===== config.mk =====
export PLATFORM = sky130hd
export DESIGN_NAME = dual_grant_scheduler
export DESIGN_NICKNAME = d
export VERILOG_FILES = /design/src/rtl/dual_grant_scheduler.sv
export SDC_FILE = /design/constraint.sdc
export NUM_CORES = 1
export LEC_CHECK = 0
export ABC_AREA = 1
export BUFFER_PORTS_ARGS = -buffer_cell sky130_fd_sc_hd__buf_2
export CORE_MARGIN = 10
export CORE_UTILIZATION = 50
export CTS_BUF_LIST = sky130_fd_sc_hd__clkbuf_4 sky130_fd_sc_hd__clkbuf_8
export DETAILED_ROUTE_END_ITERATION = 16
export PLACE_DENSITY = 0.72
export SLEW_MARGIN = 20
export SYNTH_ARGS = -nofsm -noshare
export SYNTH_HDL_FRONTEND = slang
export SYNTH_SLANG_ARGS = --single-unit

===== constraint.sdc =====
create_clock -name clk -period 8.2 [get_ports clk]
set_input_delay 1.23 -clock clk [delete_from_list [all_inputs] [get_ports clk]]
set_output_delay 1.23 -clock clk [all_outputs]
set_load 0.05 [all_outputs]

===== src/rtl/dual_grant_scheduler.sv =====
// Two-channel grant scheduler: shares two identical slots among N_REQ requesters.
// Optional round-robin search order is enabled by defining DUAL_GRANT_RR_EN.
module dual_grant_scheduler #(
  parameter int N_REQ = 12
) (
  input  logic             clk,
  input  logic             reset,
  input  logic [N_REQ-1:0] req,
  input  logic             rel_1,
  input  logic             rel_2,
  output logic [3:0]       gnt_1_id,
  output logic [3:0]       gnt_2_id,
  output logic             gnt_1_vld,
  output logic             gnt_2_vld,
  output logic [N_REQ-1:0] gnt_vec
);

  typedef enum logic {
    IDLE  = 1'b0,
    OWNED = 1'b1
  } ch_state_e;

  ch_state_e        st1_q, st1_d, st2_q, st2_d;
  logic [3:0]       id1_q, id1_d, id2_q, id2_d;
  logic [N_REQ-1:0] vec_q, vec_d;
  logic [N_REQ-1:0] cand;
  logic [4:0]       hi, lo;
  logic [3:0]       p_cur;
  logic             rel1_now, rel2_now;

`ifdef DUAL_GRANT_RR_EN
  logic [3:0] p_q, p_d;
  assign p_cur = p_q;
`else
  assign p_cur = 4'(N_REQ - 1);
`endif

  function automatic logic [N_REQ-1:0] onehot(input logic [3:0] idx);
    return {{(N_REQ-1){1'b0}}, 1'b1} << idx;
  endfunction

  // Owner code -> vector bit; code 0 means nobody.
  function automatic logic [N_REQ-1:0] code_vec(input logic [3:0] code);
    if (code == 4'd0) return '0;
    return onehot(code - 4'd1);
  endfunction

  // Search downward from start with wrap; returns {found, index}.
  function automatic logic [4:0] pick(input logic [N_REQ-1:0] c, input logic [3:0] start);
    logic       found;
    logic [3:0] sel;
    int         i;
    found = 1'b0;
    sel   = 4'd0;
    for (int k = 0; k < N_REQ; k++) begin
      i = int'(start) - k;
      if (i < 0) i = i + N_REQ;
      if (!found && c[i[3:0]]) begin
        found = 1'b1;
        sel   = i[3:0];
      end
    end
    return {found, sel};
  endfunction

`ifdef DUAL_GRANT_RR_EN
  function automatic logic [3:0] wrap_dec(input logic [3:0] idx);
    if (idx == 4'd0) return 4'(N_REQ - 1);
    return idx - 4'd1;
  endfunction
`endif

  always_comb begin
    st1_d = st1_q;
    st2_d = st2_q;
    id1_d = id1_q;
    id2_d = id2_q;
`ifdef DUAL_GRANT_RR_EN
    p_d   = p_q;
`endif
    cand     = req & ~vec_q;
    hi       = pick(cand, p_cur);
    lo       = pick(cand & ~onehot(hi[3:0]), p_cur);
    rel1_now = (st1_q == OWNED) && (rel_1 || ((req & code_vec(id1_q)) == '0));
    rel2_now = (st2_q == OWNED) && (rel_2 || ((req & code_vec(id2_q)) == '0));

    // A releasing channel is still OWNED this cycle, so it never regrants on the same edge.
    if (rel1_now) begin
      st1_d = IDLE;
      id1_d = 4'd0;
    end
    if (rel2_now) begin
      st2_d = IDLE;
      id2_d = 4'd0;
    end

    if (st1_q == IDLE && st2_q == IDLE) begin
      if (hi[4]) begin
        st1_d = OWNED;
        id1_d = hi[3:0] + 4'd1;
      end
      if (lo[4]) begin
        st2_d = OWNED;
        id2_d = lo[3:0] + 4'd1;
      end
    end else if (st1_q == IDLE) begin
      if (hi[4]) begin
        st1_d = OWNED;
        id1_d = hi[3:0] + 4'd1;
      end
    end else if (st2_q == IDLE) begin
      if (hi[4]) begin
        st2_d = OWNED;
        id2_d = hi[3:0] + 4'd1;
      end
    end

    vec_d = code_vec(id1_d) | code_vec(id2_d);

`ifdef DUAL_GRANT_RR_EN
    // Pointer moves just below the lowest-priority index granted on this edge.
    if (st2_q == IDLE && st2_d == OWNED)
      p_d = wrap_dec(id2_d - 4'd1);
    else if (st1_q == IDLE && st1_d == OWNED)
      p_d = wrap_dec(id1_d - 4'd1);
`endif
  end

  always_ff @(posedge clk or posedge reset) begin
    if (reset) begin
      st1_q <= IDLE;
      st2_q <= IDLE;
      id1_q <= 4'd0;
      id2_q <= 4'd0;
      vec_q <= '0;
`ifdef DUAL_GRANT_RR_EN
      p_q   <= 4'(N_REQ - 1);
`endif
    end else begin
      st1_q <= st1_d;
      st2_q <= st2_d;
      id1_q <= id1_d;
      id2_q <= id2_d;
      vec_q <= vec_d;
`ifdef DUAL_GRANT_RR_EN
      p_q   <= p_d;
`endif
    end
  end

  assign gnt_1_id  = id1_q;
  assign gnt_2_id  = id2_q;
  assign gnt_1_vld = (st1_q == OWNED);
  assign gnt_2_vld = (st2_q == OWNED);
  assign gnt_vec   = vec_q;

endmodule


==> results of run 1 <==
[path summary, 6_finish.rpt]
path                                  start           to  slack, ns
worst max-delay path                 req[8]  gnt_vec[11]       3.81
worst min-delay path              gnt_1_vld    gnt_1_vld       0.71
worst max register to register  gnt_vec[10]  gnt_vec[11]       4.45
worst min register to register    gnt_1_vld    gnt_1_vld       0.71
max in group asynchronous             reset  gnt_vec[11]       6.62
min in group asynchronous             reset   gnt_vec[8]       1.10
[state kept, by name, summed over array words and instances, names as in the netlist]
signal     count
gnt_vec       12
gnt_1_id       4
gnt_2_id       4
gnt_1_vld      1
gnt_2_vld      1
[layer usage]
layer | up-vias | track usage
met5 | - | 0
met4 | 0 | 0.0652
met3 | 15 | 0.0262
met2 | 55 | 0.288
met1 | 1033 | 0.184
li1 | 1110 | -
[power by group through the flow]
stage          combinational [mW]  clock (mW)  sequential [mW]
4_1_cts                     0.780      0.0766            0.219
3_3_place_gp                0.774           0            0.221
3_5_place_dp                0.775           0            0.221
6_report                    0.781      0.0758            0.221
2_1_floorplan               0.485           0            0.338
5_1_grt                     0.854      0.0823            0.224
[synth_stat cells (3+ instances only)]
cell type / n
inv_2: 16
nand3_2: 5
o211ai_1: 3
nor2_8: 3
dfrtp_1: 22
nand2_4: 9
a21oi_1: 11
nor2_2: 3
nand2_1: 70
a21oi_2: 5
nor2_1: 15
o21ai_1: 3
nand4_1: 7
nor3_1: 8
inv_1: 48
nand4_4: 3
nand3_1: 32
o21ai_0: 9
o211ai_2: 3
nor2_4: 5
nand2_2: 7
ha_1: 6
[kinds of logic after synthesis]
kind of cell / after synthesis / synth area share
xor gates and xnor gates: 2 / 0.00772
buffers and inverters: 67 / 0.113
and+or+nand+nor: 172 / 0.450
AOI/OAI and AO/OA: 47 / 0.154
adders and majority gates: 6 / 0.0331
DFF: 22 / 0.243
[worst register-to-register path: stages, from the launching register on]
cell and delay, ns:
dfrtp_1 0.41, inv_1 0.09, nand2_4 0.08, nand2_4 0.07, nor3_4 0.27, inv_2 0.08
nor4_2 0.23, nand2_1 0.10, nor2_2 0.13, nand2_1 0.07, nand2_1 0.14, ha_1 0.20
ha_1 0.18, a21oi_1 0.07, inv_1 0.11, nand2_4 0.09, nor2_8 0.16, nand4_4 0.12
nor2_8 0.15, nand4_4 0.12, nor2_8 0.17, a21oi_2 0.09, a21oi_4 0.27, inv_4 0.09
nand3_1 0.11, nand2_1 0.05
[stage by stage]
stage	hold slack [ns]	util	setup WS [ns]	total power, mW
CTS	0.706	0.586	3.84	1.08
finish	0.709	0.586	3.81	1.08
detailed placement	0.691	0.574	3.58	0.996
global placement	0.692	0.574	3.71	0.995
global route	0.749	0.586	3.47	1.16
floorplan	0.838	-	4.09	0.823
[final cells by class]
cell class / instances / area, µm² / share of cell area
well taps: 52 / 65.1 / 0.0253
clock buffers: 4 / 55.1 / 0.0214
flip-flops and latches: 22 / 551 / 0.214
repair buffers: 37 / 185 / 0.0721
multi-input cells: 227 / 1460 / 0.569
inverters: 66 / 251 / 0.0979
==> impl_metrics.csv, run 1 <==
group,metric,value,unit
place,dp_cells,404,
cts,cts_resized,0,
finish,fin_area,0.00257,mm²
setup_path,crit_arrival,4.55,ns
yosys,synth_seq_cells,22,
setup_path,cp_common_cell,"nand2_1",
die,die_y,87.4,µm
timing,fmax,228,MHz
cts,clk_pin_slew,0.07,ns
yosys,synthArstFlopShare,1.00,
route,drt-vias-per-instance,5.42,
yosys,synth_top_cell_by_area,"dfrtp_1",
finish,drive_gt1_frac,0.312,
yosys,syn_area_per_cell,7.18,µm²
global_route,grt_max_degree,23,
die,die_w,87.4,µm
finish,area_growth,13.3,%
cts,holdBufCountCts,0,
finish,fillCellCount,418,
place,place_area,0.00251,mm²
run_status,status,"completed",
yosys,synthTopCellsByArea,"dfrtp_1 (24%), nand2_1 (12%), inv_1 (7.9%)",
route,drt-met1-wl,2.60,mm
cts,cts.sinks,22,
yosys,synth_top_flop_cell,"dfrtp_1",
job,drv_cap,0,
route,wirelength,6.11,mm
setup_path,crit_type,"primary input to flop",
cts,clockBufferDepth,2,
timing,hold_viol_final,0,
die,die_area,0.00763,mm²
setup_path,slowest_delay,0.27,ns
yosys,synth_top_area_frac,0.243,
power,swShare,0.618,
timing,tns,0,ns
power,p_sw,666,µW
power,intPower,411,µW
timing,period_needed,4.39,ns
setup_path,cp_num_cells,25,
yosys,synth-seq-area-share,0.243,
timing,slew_violations,0,
place,dp_hpwl,5.23,mm
min_path,whs_path_depth,2,
die,core_area,0.00438,mm²
route,top_layer_used,"met4",
global_route,overflow,0,
cts,cts_tree,"yes",
setup_path,start_kind,"primary input",
finish,final_cells,408,
route,vias,2213,
setup_path,critPathBufInv,4,
timing,max_slew.worst_pin.slew,0.776,ns
die,initial_core_util,0.517,
timing,max-slew-margin-rel,0.482,
route,drcViolationCount,0,
min_path,min_path_type,"flop to flop",
route,dr.pass1.iters,4,
place,place_congestion,0.926,
cts,clk_latency,0.26,ns
cts,numCtsBuffers,3,
global_route,antenna_found_initial,0,
power,ir_drop,0.000262,V
power,power-per-cell-area,419,mW/mm²
cts,cts_root_buf,"clkbuf_8",
setup_path,critPathMaxFanout,8,
yosys,synth_edf_count,0,
timing,period_share,0.536,
finish,final_common_cell,"nand2_1",
global_route,track_usage,0.161,
route,wl_per_cell,15.0,µm
global_route,grt_pass1_wl,10.1,mm
setup_path,critPathTopFamily,"simple AND/OR/NAND/NOR gates",
setup_path,r2r_cells,25,
global_route,grt_pass1_vias,2172,
power,power.leakage,1.40,nW
power,seqPwrFrac,0.205,
yosys,ys_warn_count,0,
cts,cts_setup_buffers,0,
die,row_count,24,
finish,final_cell_mix,"nand2_1 (70), inv_1 (48), buf_2 (37)",
yosys,synthDistinctLibCells,42,
place,io_buffers,37,
timing,finClkSkew,0.00139,ns
timing,setup_violations,0,
yosys,syn_inst,316,
cts,htreeDepth,1,
yosys,mappedNetlistNets,338,
setup_path,crit_slowest_cell,"a21oi_4",
setup_path,cp.required,8.35,ns
route,dr.first_iter.drc_count,143,
route,dr_wl_met2,3.12,mm
yosys,syn-cell-area,0.00227,mm²
finish,diodes,0,
power,pwr-share-comb,0.724,
route,wl_met3,222,µm
timing,rsz0062_at_grt,"false",
power,p_clk_frac,0.070,
route,ant_nets,0,
die,num_io_pins,38,
setup_path,end_kind,"flop",
finish,fin_nets,379,
No activity file was read; power rests on OpenSTA's default activity.
==> run 2: changes to the inputs <==
- ABC_AREA: 1 -> 0
- PLACE_DENSITY: 0.72 -> 0.74
- clock period: 8.2 -> 4.15 ns (I/O delays scaled with it)
==> impl_metrics.csv, run 2 <==
group,metric,value,unit
power,power-per-cell-area,788,mW/mm²
global_route,grt_max_degree,23,
yosys,syn-cell-area,0.00186,mm²
die,num_io_pins,38,
place,place_congestion,0.961,
global_route,track_usage,0.179,
finish,area_growth,16.3,%
cts,cts_tree,"yes",
yosys,ys_warn_count,0,
timing,hold_ws,0.498,ns
yosys,syn_inst,210,
power,power.leakage,0.997,nW
route,dr.pass1.iters,4,
min_path,min_path_type,"primary input to async pin",
setup_path,crit_type,"primary input to flop",
yosys,synth_edf_count,0,
setup_path,cp.required,4.28,ns
yosys,yosys.area_share.xor_xnor,0,
route,wl_per_cell,19.7,µm
place,dp_hpwl,4.77,mm
setup_path,end_kind,"flop",
yosys,synthDistinctLibCells,56,
power,p_sw,944,µW
run_status,status,"completed",
cts,clockBufferDepth,2,
yosys,syn_area_per_cell,8.87,µm²
place,io_buffers,37,
place,place_ws,-0.0540,ns
global_route,grt_pass1_wl,9.27,mm
yosys,synth_top_flop_cell,"dfrtp_1",
yosys,synth_compound_area_frac,0.270,
finish,diodes,0,
cts,clk_latency,0.26,ns
die,core_area,0.00363,mm²
yosys,synth_common_cells,"dfrtp_1 (22), nand2_1 (15), a21oi_1 (13), nor2_1 (13), o22ai_1 (13)",
global_route,overflow,0,
route,drcViolationCount,0,
route,dr.first_iter.drc_count,172,
finish,largest_reg_flops,12,
power,p_clk_frac,0.088,
setup_path,start_kind,"primary input",
power,power,1.71,mW
timing,max_slew.worst_pin.slew,0.797,ns
cts,htreeDepth,1,
finish,final_cell_mix,"buf_2 (37), dfrtp_1 (22), nand2_1 (15)",
timing,setup_slack,0.243,ns
cts,cts.sinks,22,
job,drv_cap,0,
die,row_count,22,
global_route,grt_pass1_vias,1843,
global_route,antenna_found_initial,0,
power,ir_drop,0.000507,V
power,intPower,763,µW
die,initial_core_util,0.512,
yosys,synth_adder_area_share,0.0403,
yosys,synthTopCellsByArea,"dfrtp_1 (30%), o22ai_1 (4.4%), ha_1 (4.0%)",
timing,period_needed,3.91,ns
yosys,synth_top_cell_by_area,"dfrtp_1",
yosys,muxShareOfSynthArea,0.0685,
timing,fmax,256,MHz
yosys,synth-seq-area-share,0.296,
route,vias,1841,
timing,hold_viol_final,0,
finish,final_common_cell,"buf_2",
cts,cts_resized,0,
timing,period_share,0.941,
cts,cts_setup_buffers,0,
cts,cts_root_buf,"clkbuf_8",
yosys,synth_seq_cells,22,
setup_path,critPathMaxFanout,11,
timing,slew_violations,0,
finish,fin_nets,272,
setup_path,crit_arrival,4.04,ns
yosys,mappedNetlistNets,232,
power,pwr-share-comb,0.662,
die,die_y,81.0,µm
finish,final_cells,297,
timing,max-slew-margin-rel,0.468,
finish,drive_gt1_frac,0.301,
route,drt-vias-per-instance,6.20,
power,swShare,0.553,
route,ant_nets,0,
place,dp_cells,293,
timing,setup_violations,0,
power,seqPwrFrac,0.251,
yosys,synth_top_family_by_area,"simple AND/OR/NAND/NOR gates",
yosys,synth_top_area_frac,0.296,
die,die_w,81.0,µm
cts,clk_pin_slew,0.07,ns
cts,holdBufCountCts,0,
finish,fin_util,0.596,
yosys,synthArstFlopShare,1.00,
route,wirelength,5.85,mm
timing,rsz0062_at_grt,"false",
cts,numCtsBuffers,3,
yosys,synth_most_common_cell,"dfrtp_1",
timing,finClkSkew,0.00437,ns
yosys,yosys.area_share.simple,0.281,
die,die_area,0.00656,mm²
[run 2: cell count changes after synthesis, sizes merged, moves of 6 or more]
cell	previous run	this run
nand2	86	15
inv	65	12
nand3	37	6
nand2b	0	19
nor2	26	13
o22ai	2	13
nand4	11	2
nor3	10	3
mux2i	0	6
[run 2: final timing paths]
kind	startpoint	to	slack (ns)	cells after the start
worst max-delay path	req[9]	gnt_vec[0]	0.24	16
worst min-delay path	reset	gnt_vec[3]	0.50	2
worst max register to register	gnt_vec[8]	gnt_vec[0]	0.25	15
worst min register to register	gnt_2_vld	gnt_2_vld	0.69	1
max in group asynchronous	reset	gnt_2_id[0]	3.15	2
min in group clk	gnt_2_vld	gnt_2_vld	0.69	1
[run 2: per-layer routing]
metal  routed length, µm  up-vias  GRT usage
met1                2370      885      0.210
li1                    -      867          -
met2                3000       74      0.321
met4                 119        0     0.0554
met3                 349       15     0.0331
met5                   0        -          0
[run 2: final cells by class]
type,instances,area (µm²)
multi-input combinational,169,1230
timing repair buffer,41,215
inverter,13,48.8
tap,48,60.1
sequential,22,551
fill,366,1470
clock buffer,4,55.1
[run 2: logic make-up (layout without fill, tap and decap cells)]
family / after synthesis / count (layout)
AOI/OAI and AO/OA: 67 / 67
adders and majority gates: 6 / 6
buffers and inverters: 19 / 58
DFF: 22 / 22
muxes: 10 / 10
and+or+nand+nor: 86 / 86
[run 2: worst max-delay path: stages]
cell,delay (ns)
buf_2,0.13
nand2b_2,0.14
and4_4,0.34
a31oi_2,0.18
inv_1,0.13
ha_1,0.19
ha_1,0.20
nor3b_1,0.07
nor2_1,0.18
nand2_1,0.10
or4b_4,0.58
or4_4,0.55
nand2_1,0.12
a221o_2,0.20
nand2b_1,0.19
o32ai_1,0.10
[run 2: power by group through the flow]
stage	sequential (mW)	combinational [mW]	clock, mW
global route	0.437	1.21	0.158
detailed placement	0.426	1.12	0
global placement	0.426	1.11	0
floorplan	0.614	0.651	0
finish	0.428	1.13	0.150
CTS	0.422	1.12	0.152
[run 2: through the flow]
| stage | area [µm²] | setup TNS [ns] |
|---|---|---|
| 4_1_cts | 2160 | 0 |
| 6_report | 2160 | 0 |
| 3_3_place_gp | 2100 | 0 |
| 2_1_floorplan | 1860 | 0 |
| 3_5_place_dp | 2100 | -0.178 |
| 5_1_grt | 2160 | 0 |
==> run 3: changes to the inputs <==
- BUFFER_PORTS_ARGS: -buffer_cell sky130_fd_sc_hd__buf_2 -> -buffer_cell sky130_fd_sc_hd__clkbuf_2
==> impl_metrics.csv, run 3 (synthesized netlist as in run 2, its figures left out) <==
group,metric,value,unit
run_status,status,"completed",
setup_path,critPathMaxFanout,5,
timing,hold_ws,0.478,ns
timing,slew_violations,0,
die,die_y,81.0,µm
power,power-per-cell-area,782,mW/mm²
route,dr.pass1.iters,4,
power,ir_drop,0.000466,V
setup_path,r2r-start,"gnt_vec[9]",
setup_path,crit_arrival,4.07,ns
route,dr.first_iter.drc_count,184,
finish,drive_gt1_frac,0.312,
finish,fin_util,0.604,
die,die_w,81.0,µm
global_route,track_usage,0.182,
finish,final_cells,301,
finish,diodes,0,
place,place_congestion,0.911,
cts,clockBufferDepth,2,
finish,fin_area,0.00219,mm²
route,ant_nets,0,
route,wl_per_cell,19.4,µm
job,drv_cap,0,
timing,period_needed,3.93,ns
route,drt-vias-per-instance,6.16,
timing,setup_slack,0.224,ns
finish,fin_nets,276,
route,drcViolationCount,0,
finish,final_common_cell,"clkbuf_2",
die,die_area,0.00656,mm²
die,row_count,22,
global_route,antenna_found_initial,0,
timing,rsz0062_at_grt,"false",
setup_path,cp-startpoint,"req[8]",
global_route,grt_pass1_wl,9.45,mm
setup_path,start_kind,"primary input",
setup_path,end_kind,"flop",
route,vias,1855,
timing,max-slew-margin-rel,0.471,
timing,tns,0,ns
power,power.leakage,1.01,nW
die,core_area,0.00363,mm²
cts,clk_latency,0.26,ns
route,wirelength,5.85,mm
finish,area_growth,17.9,%
cts,cts.sinks,22,
global_route,grt_max_degree,23,
timing,max_slew.worst_pin.slew,0.792,ns
cts,htreeDepth,1,
min_path,min_path_type,"primary input to async pin",
die,initial_core_util,0.512,
place,place_ws,0.0116,ns
finish,final_cell_mix,"clkbuf_2 (37), dfrtp_1 (22), nand2_1 (15)",
cts,clk_pin_slew,0.07,ns
timing,finClkSkew,0.00104,ns
timing,hold_viol_final,0,
timing,fmax,255,MHz
cts,cts_root_buf,"clkbuf_8",
place,dp_cells,296,
power,power,1.72,mW
cts,numCtsBuffers,3,
timing,period_share,0.946,
cts,cts_tree,"yes",
setup_path,crit_type,"primary input to flop",
timing,setup_violations,0,
finish,largest_reg_flops,12,
global_route,grt_pass1_vias,1849,
place,io_buffers,37,
place,place_area,0.00213,mm²
global_route,overflow,0,
die,num_io_pins,38,
setup_path,cp.required,4.29,ns
place,dp_hpwl,4.76,mm
==> run 3: changes by cell type in the layout (fill, tap and decap cells not counted) <==
| cell | before | now |
|---|---|---|
| buf_2 | 37 | 0 |
| buf_4 | 4 | 8 |
| clkbuf_2 | 0 | 37 |
==> run 3: timing repair <==
item | in CTS | in global routing
hold buffers | 0 | 0
setup endpoints to repair | 0 | 8
hold endpoints to repair | 0 | 0
buffers inserted | 0 | 1
gates resized for setup | 0 | 1
==> run 3: layer usage <==
metal	up-vias	part of all wire	track usage
li1	874	-	-
met1	895	0.39	0.218
met2	75	0.53	0.328
met3	11	0.068	0.0210
met4	0	0.019	0.0657
met5	-	0	0
==> run 3: cell type report <==
type | instances | area (µm²)
sequential | 22 | 551
tap | 48 | 60.1
timing repair buffer | 45 | 245
clock buffer | 4 | 55.1
multi-input combinational | 169 | 1230
fill | 341 | 1440
inverter | 13 | 48.8
==> run 3: worst max-delay path: stages <==
cell and delay, ns:
clkbuf_2 0.11, nand2b_1 0.16, nand4_1 0.15, o221ai_1 0.22, a31oi_2 0.11, inv_1 0.11, ha_1 0.21, ha_1 0.21
nor3b_1 0.09, nor2_1 0.19, nand2_1 0.12, or4b_4 0.59, or4_4 0.55, nand2_1 0.12, a221o_2 0.19, nand2b_1 0.20
o22ai_1 0.12
==> run 3: final timing paths <==
| path | end | slack [ns] | cells after the start |
|---|---|---|---|
| max | gnt_vec[10] | 0.22 | 17 |
| min | gnt_vec[3] | 0.48 | 2 |
| max reg2reg | gnt_vec[10] | 0.25 | 16 |
| min reg2reg | gnt_2_vld | 0.72 | 1 |
| max in group asynchronous | gnt_2_vld | 3.18 | 2 |
| min in group clk | gnt_2_vld | 0.72 | 1 |
==> run 3: power breakdown <==
part           switching (mW)  total (mW)  internal [mW]
Clock                  0.0661       0.151         0.0846
Combinational           0.743        1.14          0.394
Sequential              0.136       0.428          0.292
